$ cat src/rtl/vending_credit_if.sv
// vending_credit_if: coin inputs and dispense/change/credit outputs of the vending controller
interface vending_credit_if #(parameter int CREDIT_W = 6);
  logic five;
  logic ten;
  logic cancel;
  logic done;
  logic change;
  logic busy;
  logic [CREDIT_W-1:0] credit;
  modport master (output five, ten, cancel, input done, change, busy, credit);
  modport slave (input five, ten, cancel, output done, change, busy, credit);
endinterface

$ cat src/rtl/vending_credit.sv
// vending_credit: credit-accumulating vending controller with timed dispense, refund and multi-unit change
module vending_credit #(
  parameter int PRICE = 15,
  parameter int COIN_LO = 5,
  parameter int COIN_HI = 10,
  parameter int CHANGE_UNIT = 5,
  parameter int HOLD_CYCLES = 8,
  parameter int CREDIT_W = 6
) (
  input logic clk,
  input logic reset,
  vending_credit_if.slave bus
);
  localparam int CNT_W = HOLD_CYCLES > 1 ? $clog2(HOLD_CYCLES) : 1;
  localparam logic [CNT_W-1:0] HOLD_LAST = CNT_W'(HOLD_CYCLES - 1);
  localparam logic [CREDIT_W:0] PRICE_S = (CREDIT_W+1)'(PRICE);
  localparam logic [CREDIT_W:0] LO_S = (CREDIT_W+1)'(COIN_LO);
  localparam logic [CREDIT_W:0] HI_S = (CREDIT_W+1)'(COIN_HI);
  localparam logic [CREDIT_W-1:0] UNIT = CREDIT_W'(CHANGE_UNIT);
  typedef enum logic [1:0] {COLLECT, VEND, CHANGE} state_t;
  state_t state_q, state_d;
  logic [CREDIT_W-1:0] credit_q, credit_d;
  logic [CNT_W-1:0] cnt_q, cnt_d;
  logic [CREDIT_W:0] sum;
  always_ff @(posedge clk or posedge reset) begin
    if (reset) begin
      state_q <= COLLECT;
      credit_q <= '0;
      cnt_q <= '0;
    end else begin
      state_q <= state_d;
      credit_q <= credit_d;
      cnt_q <= cnt_d;
    end
  end
  // five wins over ten when both arrive; cancel wins over any coin
  always_comb begin
    state_d = state_q;
    credit_d = credit_q;
    cnt_d = cnt_q;
    sum = {1'b0, credit_q} + (bus.five ? LO_S : HI_S);
    case (state_q)
      COLLECT: begin
        if (bus.cancel) begin
          if (credit_q != '0) state_d = CHANGE;
        end else if (bus.five || bus.ten) begin
          if (sum >= PRICE_S) begin
            state_d = VEND;
            credit_d = CREDIT_W'(sum - PRICE_S);
            cnt_d = '0;
          end else begin
            credit_d = sum[CREDIT_W-1:0];
          end
        end
      end
      VEND: begin
        cnt_d = cnt_q + 1'b1;
        if (cnt_q == HOLD_LAST) begin
          state_d = credit_q >= UNIT ? CHANGE : COLLECT;
          credit_d = credit_q >= UNIT ? credit_q : '0;
        end
      end
      CHANGE: begin
        state_d = credit_q <= UNIT ? COLLECT : CHANGE;
        credit_d = credit_q <= UNIT ? '0 : credit_q - UNIT;
      end
      default: begin
        state_d = COLLECT;
        credit_d = '0;
      end
    endcase
  end
  assign bus.done = state_q == VEND;
  assign bus.change = state_q == CHANGE;
  assign bus.busy = state_q != COLLECT;
  assign bus.credit = credit_q;
endmodule
$ cat src/flat_wrapper.sv
// flat-port wrapper written by rule: the top's interface ports become plain ports
module vending_credit_flat 
#(
  parameter int PRICE = 15,
  parameter int COIN_LO = 5,
  parameter int COIN_HI = 10,
  parameter int CHANGE_UNIT = 5,
  parameter int HOLD_CYCLES = 8,
  parameter int CREDIT_W = 6
)
  (clk, reset, bus_five, bus_ten, bus_cancel, bus_done, bus_change, bus_busy, bus_credit);
  vending_credit_if #(.CREDIT_W(CREDIT_W)) bus_i ();
  input logic clk;
  input logic reset;
  input wire logic [$bits(bus_i.five)-1:0] bus_five;
  input wire logic [$bits(bus_i.ten)-1:0] bus_ten;
  input wire logic [$bits(bus_i.cancel)-1:0] bus_cancel;
  output wire logic [$bits(bus_i.done)-1:0] bus_done;
  output wire logic [$bits(bus_i.change)-1:0] bus_change;
  output wire logic [$bits(bus_i.busy)-1:0] bus_busy;
  output wire logic [$bits(bus_i.credit)-1:0] bus_credit;
  assign bus_i.five = bus_five;
  assign bus_i.ten = bus_ten;
  assign bus_i.cancel = bus_cancel;
  assign bus_done = bus_i.done;
  assign bus_change = bus_i.change;
  assign bus_busy = bus_i.busy;
  assign bus_credit = bus_i.credit;
  vending_credit #(.PRICE(PRICE), .COIN_LO(COIN_LO), .COIN_HI(COIN_HI), .CHANGE_UNIT(CHANGE_UNIT), .HOLD_CYCLES(HOLD_CYCLES), .CREDIT_W(CREDIT_W)) u_core (.clk(clk), .reset(reset), .bus(bus_i));
endmodule
$ cat config.mk
export PLATFORM = sky130hd
export DESIGN_NAME = vending_credit_flat
export DESIGN_NICKNAME = d
export VERILOG_FILES = /design/src/rtl/vending_credit_if.sv /design/src/rtl/vending_credit.sv /design/src/flat_wrapper.sv
export SDC_FILE = /design/constraint.sdc
export NUM_CORES = 1
export LEC_CHECK = 0
export CAP_MARGIN = 40
export CORE_MARGIN = 2
export CORE_UTILIZATION = 50
export CTS_CLUSTER_SIZE = 16
export DETAILED_ROUTE_END_ITERATION = 12
export PLACE_DENSITY_LB_ADDON = 0.12
export SLEW_MARGIN = 0
export SYNTH_ARGS = -nofsm -noshare
export SYNTH_HDL_FRONTEND = slang
export SYNTH_SLANG_ARGS = --single-unit
$ cat constraint.sdc
create_clock -name clk -period 2.71 [get_ports clk]
set_clock_uncertainty 0.2 [all_clocks]
set_input_delay 0.542 -clock clk [delete_from_list [all_inputs] [get_ports clk]]
set_output_delay 0.542 -clock clk [all_outputs]
set_load 0.03 [all_outputs]
# After elaboration in Yosys (flattened, before gate mapping)
# Index checks and enable logic that the tools add are counted.
# W data, S select, Z words.
# totals
register_bits	11
latch_bits	0
mem_bits_rw	0
rom_bits	0
output_inout_bits	9
elab_cells	49
mem_count	0
# classes
addsub	4
mul	0
n_div	0
order_cmp	3
eq_ne	11
shift	0
muxes	20
bitwise	0
n_reduce_logical	8
# ops
op	n
$mux W6	6
$pmux W6 S3	1
$mux W2	7
$reduce_and A4 Y1	3
$mux W3	3
$ne A3 B2 Y1 const B	3
$add A6 B4 Y7	1
$ge A7 B4 Y1 const B	1
$ge A6 B3 Y1 const B	1
$le A6 B3 Y1 const B	1
$ne A2 B1 Y1 const B	3
$pmux W2 S3	1
$pmux W3 S2	1
$reduce_bool A6 Y1	1
$sub A6 B3 Y6 const B	1
$sub A6 B4 Y6 const B	1
$mux W4	1
$ne A2 B2 Y1 const B	2
$reduce_bool A2 Y1	2
$add A3 B1 Y3 const B	1
$eq A3 B3 Y1 const B	1
$eq A2 B1 Y1 const B	1
$eq A2 B2 Y1 const B	1
$logic_not A2 Y1	1
$logic_or A1 B1 Y1	1

# Longest topological paths before layout
# depth
depth_word	7
mapped_depth	9
ltp_nobuf	9

# Worst setup path after synthesis
# OpenSTA, ideal clock, no wires.
# synth_path
kind	reg2reg
from	register u_core.credit_q[0], in the netlist u_core.bus.credit[0]
to	register u_core.cnt_q[1]
t_arrival_ns	2.547
t_required_ns	2.384
setup_slack_ns	-0.163
stages_incl_launch_ff	10
period_less_slack_ns	2.873
path_cell_list	dfrtp_1 > ha_1 > fa_1 > ha_1 > nand2_1 > a2111oi_0 > o311ai_1 > o41a_4 > a211oi_2 > o21ai_1
# synth_via
elab_chain_cells	4
# synth_lines
element	line_no	rtl
start: declaration	vending_credit.sv:22	logic [CREDIT_W-1:0] credit_q, credit_d;
start signal: assignment	vending_credit.sv:32	credit_q <= credit_d;
$add A6 B4 Y7	vending_credit.sv:41	sum = {1'b0, credit_q} + (bus.five ? LO_S : HI_S);
$ge A7 B4 Y1	vending_credit.sv:47	if (sum >= PRICE_S) begin
$ne A2 B1 Y1 (no source line)	n/a	
$reduce_and A4 Y1 (no source line)	n/a	
end signal: assignment	vending_credit.sv:33	cnt_q <= cnt_d;
end: declaration	vending_credit.sv:23	logic [CNT_W-1:0] cnt_q, cnt_d;
# No other way between the ends.
# A chain may end at the register's enable or synchronous reset.

# Final worst setup path
# layout_path
from	register u_core.credit_q[0], in the netlist u_core.bus.credit[0]
to	register u_core.credit_q[0], in the netlist u_core.bus.credit[0]
# layout_via
elab_chain_cells	6
elab_cells_between_ends	13
# layout_lines
element	line_no	rtl
$add A6 B4 Y7	vending_credit.sv:41	
$sub A6 B4 Y6 / $ge A7 B4 Y1 (equally long branches)	vending_credit.sv:49, vending_credit.sv:47	
$mux W6	vending_credit.sv:47	
$mux W6	vending_credit.sv:46	end else if (bus.five || bus.ten) begin
$mux W6	vending_credit.sv:44	if (bus.cancel) begin
$pmux W6 S3	vending_credit.sv:42	case (state_q)
# Several ways; a longest one is shown, not always the timed one. The select of a mux whose other input is x is not followed.

==> flow_summary.json <==
{
  "status": "finished clean",
  "worst_ir_drop_vdd_mv": 1.07,
  "synth-seq-area-share": 0.224,
  "hold_viol": 0,
  "die-area_um2": 2870,
  "relSlewSlack": 0.612,
  "dr_total_vias": 1327,
  "via_per_inst": 6.03,
  "place_ws_ns": -0.822,
  "num_antenna_cells": 0,
  "initial_utilization": 0.540,
  "power_mw": 2.55,
  "criticalPathCategory": "reg -> reg",
  "p_leak_nw": 0.790,
  "synth_area_um2": 1230,
  "overflow": 0,
  "timing.final.crit_share": 0.988,
  "tightest_slew_ns": 0.582,
  "gp_congestion": 0.888,
  "wl_per_cell_um": 16.2,
  "grtUsageTotal": 0.286,
  "met1Wirelength_mm": 1.55,
  "drcViolationCount": 0,
  "fmax_mhz": 373,
  "met2WireLength_mm": 1.74,
  "final_common_cell": "buf_4",
  "cp_max_fo": 6,
  "die_h_um": 53.6,
  "setup_viol_count_final": 0,
  "maxUsedRoutingLayer": "met4",
  "synthCells": 144,
  "core_um2": 2280,
  "die_w_um": 53.6,
  "synthFlopType": "dfrtp_1",
  "grt_max_degree": 12,
  "fin_ws_ns": 0.0312,
  "cts_hold_buf": 0,
  "powerDensity_nw_per_um2": 1450,
  "final_max_slew_viol_count": 0,
  "synth_cell_type_count": 55,
  "crit_arrival_ns": 2.65,
  "layout_min_cycle_time_ns": 2.68,
  "port_buffers": 13,
  "cts_tree": "done",
  "cts_buffers": 3,
  "clk_latency_ns": 0.27,
  "nNetsFinal": 209,
  "min_path_type": "reg -> reg",
  "wl_met3_um": 246,
  "syn_nets": 160,
  "htree_levels": 1,
  "dpl.hpwl_mm": 2.70,
  "totalWireLength_mm": 3.56,
  "clockBufferDepth": 2,
  "grt_pass1_wl_mm": 5.81,
  "mostFrequentLayoutCells": "buf_4 (36), nand2_1 (12), clkdlybuf4s50_1 (12)",
  "required_ns": 2.68,
  "synth_edf_count": 0,
  "drive_gt1_frac": 0.349,
  "yosys_warnings": 0,
  "clk_pin_slew_ns": 0.07,
  "yosys_register_bits": 11,
  "startpoint_type": "flip-flop",
  "drv_cap": 0,
  "drt_iter0_markers": 48,
  "syn2layout_area_growth_pct": 42.7,
  "rsz0062_at_grt": "yes",
  "ant_nets": 0,
  "async_reset_ff_frac": 1.00,
  "n_fill_cell": 160,
  "drt_pre_antenna_iters": 4,
  "end_kind": "flip-flop",
  "cts_sinks": 11,
  "rows": 17,
  "avgSynthCellArea_um2": 8.54,
  "first_global_vias": 1254,
  "io_pins": 14,
  "cts_root_buf": "clkbuf_4",
  "antenna_found_initial": 0
}
-- metrics by stage --
step | TNS, ns | std cells | utilization | instance area (um2) | hold slack, ns
2_1_floorplan | 0 | 144 | - | 1250 | 0.194
3_3_place_gp | -6.33 | 215 | 0.722 | 1640 | 0.312
3_5_place_dp | -7.35 | 215 | 0.722 | 1640 | 0.334
4_1_cts | 0 | 220 | 0.768 | 1750 | 0.343
5_1_grt | -0.410 | 220 | 0.771 | 1760 | 0.373
6_report | 0 | 220 | 0.771 | 1760 | 0.345
-- worst paths after layout --
kind                                                   from                          endpoint  slack, ns  cells past startpoint
setup / recovery           u_core.bus.credit[0]$_DFFE_PP0P_  u_core.bus.credit[0]$_DFFE_PP0P_       0.03                      9
hold / removal                  u_core.cnt_q[1]$_DFFE_PP0P_       u_core.cnt_q[1]$_DFFE_PP0P_       0.34                      2
setup reg to reg           u_core.bus.credit[0]$_DFFE_PP0P_  u_core.bus.credit[0]$_DFFE_PP0P_       0.03                      9
hold reg to reg                 u_core.cnt_q[1]$_DFFE_PP0P_       u_core.cnt_q[1]$_DFFE_PP0P_       0.34                      2
max in group asynchronous                             reset  u_core.bus.credit[0]$_DFFE_PP0P_       1.63                      2
min in group asynchronous                             reset  u_core.bus.credit[4]$_DFFE_PP0P_       0.36                      2
-- report_power, final --
| part | internal [mW] | leakage [nW] | switching, mW |
|---|---|---|---|
| clock | 0.0571 | 0.0150 | 0.0550 |
| combinational | 0.955 | 0.637 | 1.13 |
| sequential | 0.243 | 0.138 | 0.108 |
-- repair_timing --
action                                  in CTS  in global routing
endpoints found under the setup margin      10                  9
setup buffers                                1                  0
cloned                                       0                  0
resized for setup                           15                  1
pin swaps                                   12                  1
-- state kept, by name (all words and copies together), names as in the netlist --
signal             count
u_core.bus.credit      6
u_core.cnt_q           3
u_core.state_q         2
-- cell families after synthesis --
kind of cell / Yosys count / synth area share
AOI/OAI and AO/OA: 47 / 0.317
xor gates and xnor gates: 6 / 0.0488
adders and majority gates: 11 / 0.118
buffers and inverters: 18 / 0.0702
DFF: 11 / 0.224
muxes: 2 / 0.0163
and+or+nand+nor: 49 / 0.205
-- routing by layer --
layer,up-vias,track usage
met1,630,0.363
li1,634,-
met2,58,0.504
met3,5,0.0500
met5,-,0
met4,0,0.0684
-- area by class of cell --
| type | instances | area [um2] | area share |
|---|---|---|---|
| clock buffer | 4 | 26.3 | 0.0150 |
| inverter | 13 | 48.8 | 0.0278 |
| multi-input combinational | 115 | 973 | 0.555 |
| sequential | 11 | 277 | 0.158 |
| tap | 28 | 35.0 | 0.0200 |
| timing repair buffer | 49 | 395 | 0.225 |
-- worst max-delay path, cell delays in order, from the launching register on --
cell and delay [ns]:
dfrtp_2 0.43, ha_4 0.17, fa_2 0.37, xnor2_2 0.31, a2111oi_4 0.09, o311ai_2 0.31, buf_4 0.17, o41a_4 0.18
a21boi_1 0.09, o31ai_2 0.24
-- synth_stat cells (2+ instances only) --
library cell	instances	area share
inv_1	12	0.037
nand2_1	12	0.037
dfrtp_1	11	0.22
ha_1	10	0.10
nor2_1	9	0.027
a21oi_1	7	0.028
nand2b_1	5	0.025
nand3_1	5	0.020
o21ai_1	5	0.020
a21o_1	3	0.018
and3_1	3	0.015
nor3_1	3	0.012
o211ai_1	3	0.018
xnor2_1	3	0.021
a2111oi_0	2	0.014
a211oi_2	2	0.020
a221oi_2	2	0.024
and2_1	2	0.010
buf_6	2	0.018
mux2i_1	2	0.016
nand3b_1	2	0.012
nor4_1	2	0.010
o21ai_0	2	0.0081
o22ai_1	2	0.010
o311ai_1	2	0.014
xor2_1	2	0.014
Power figures use the tool's default switching activity.
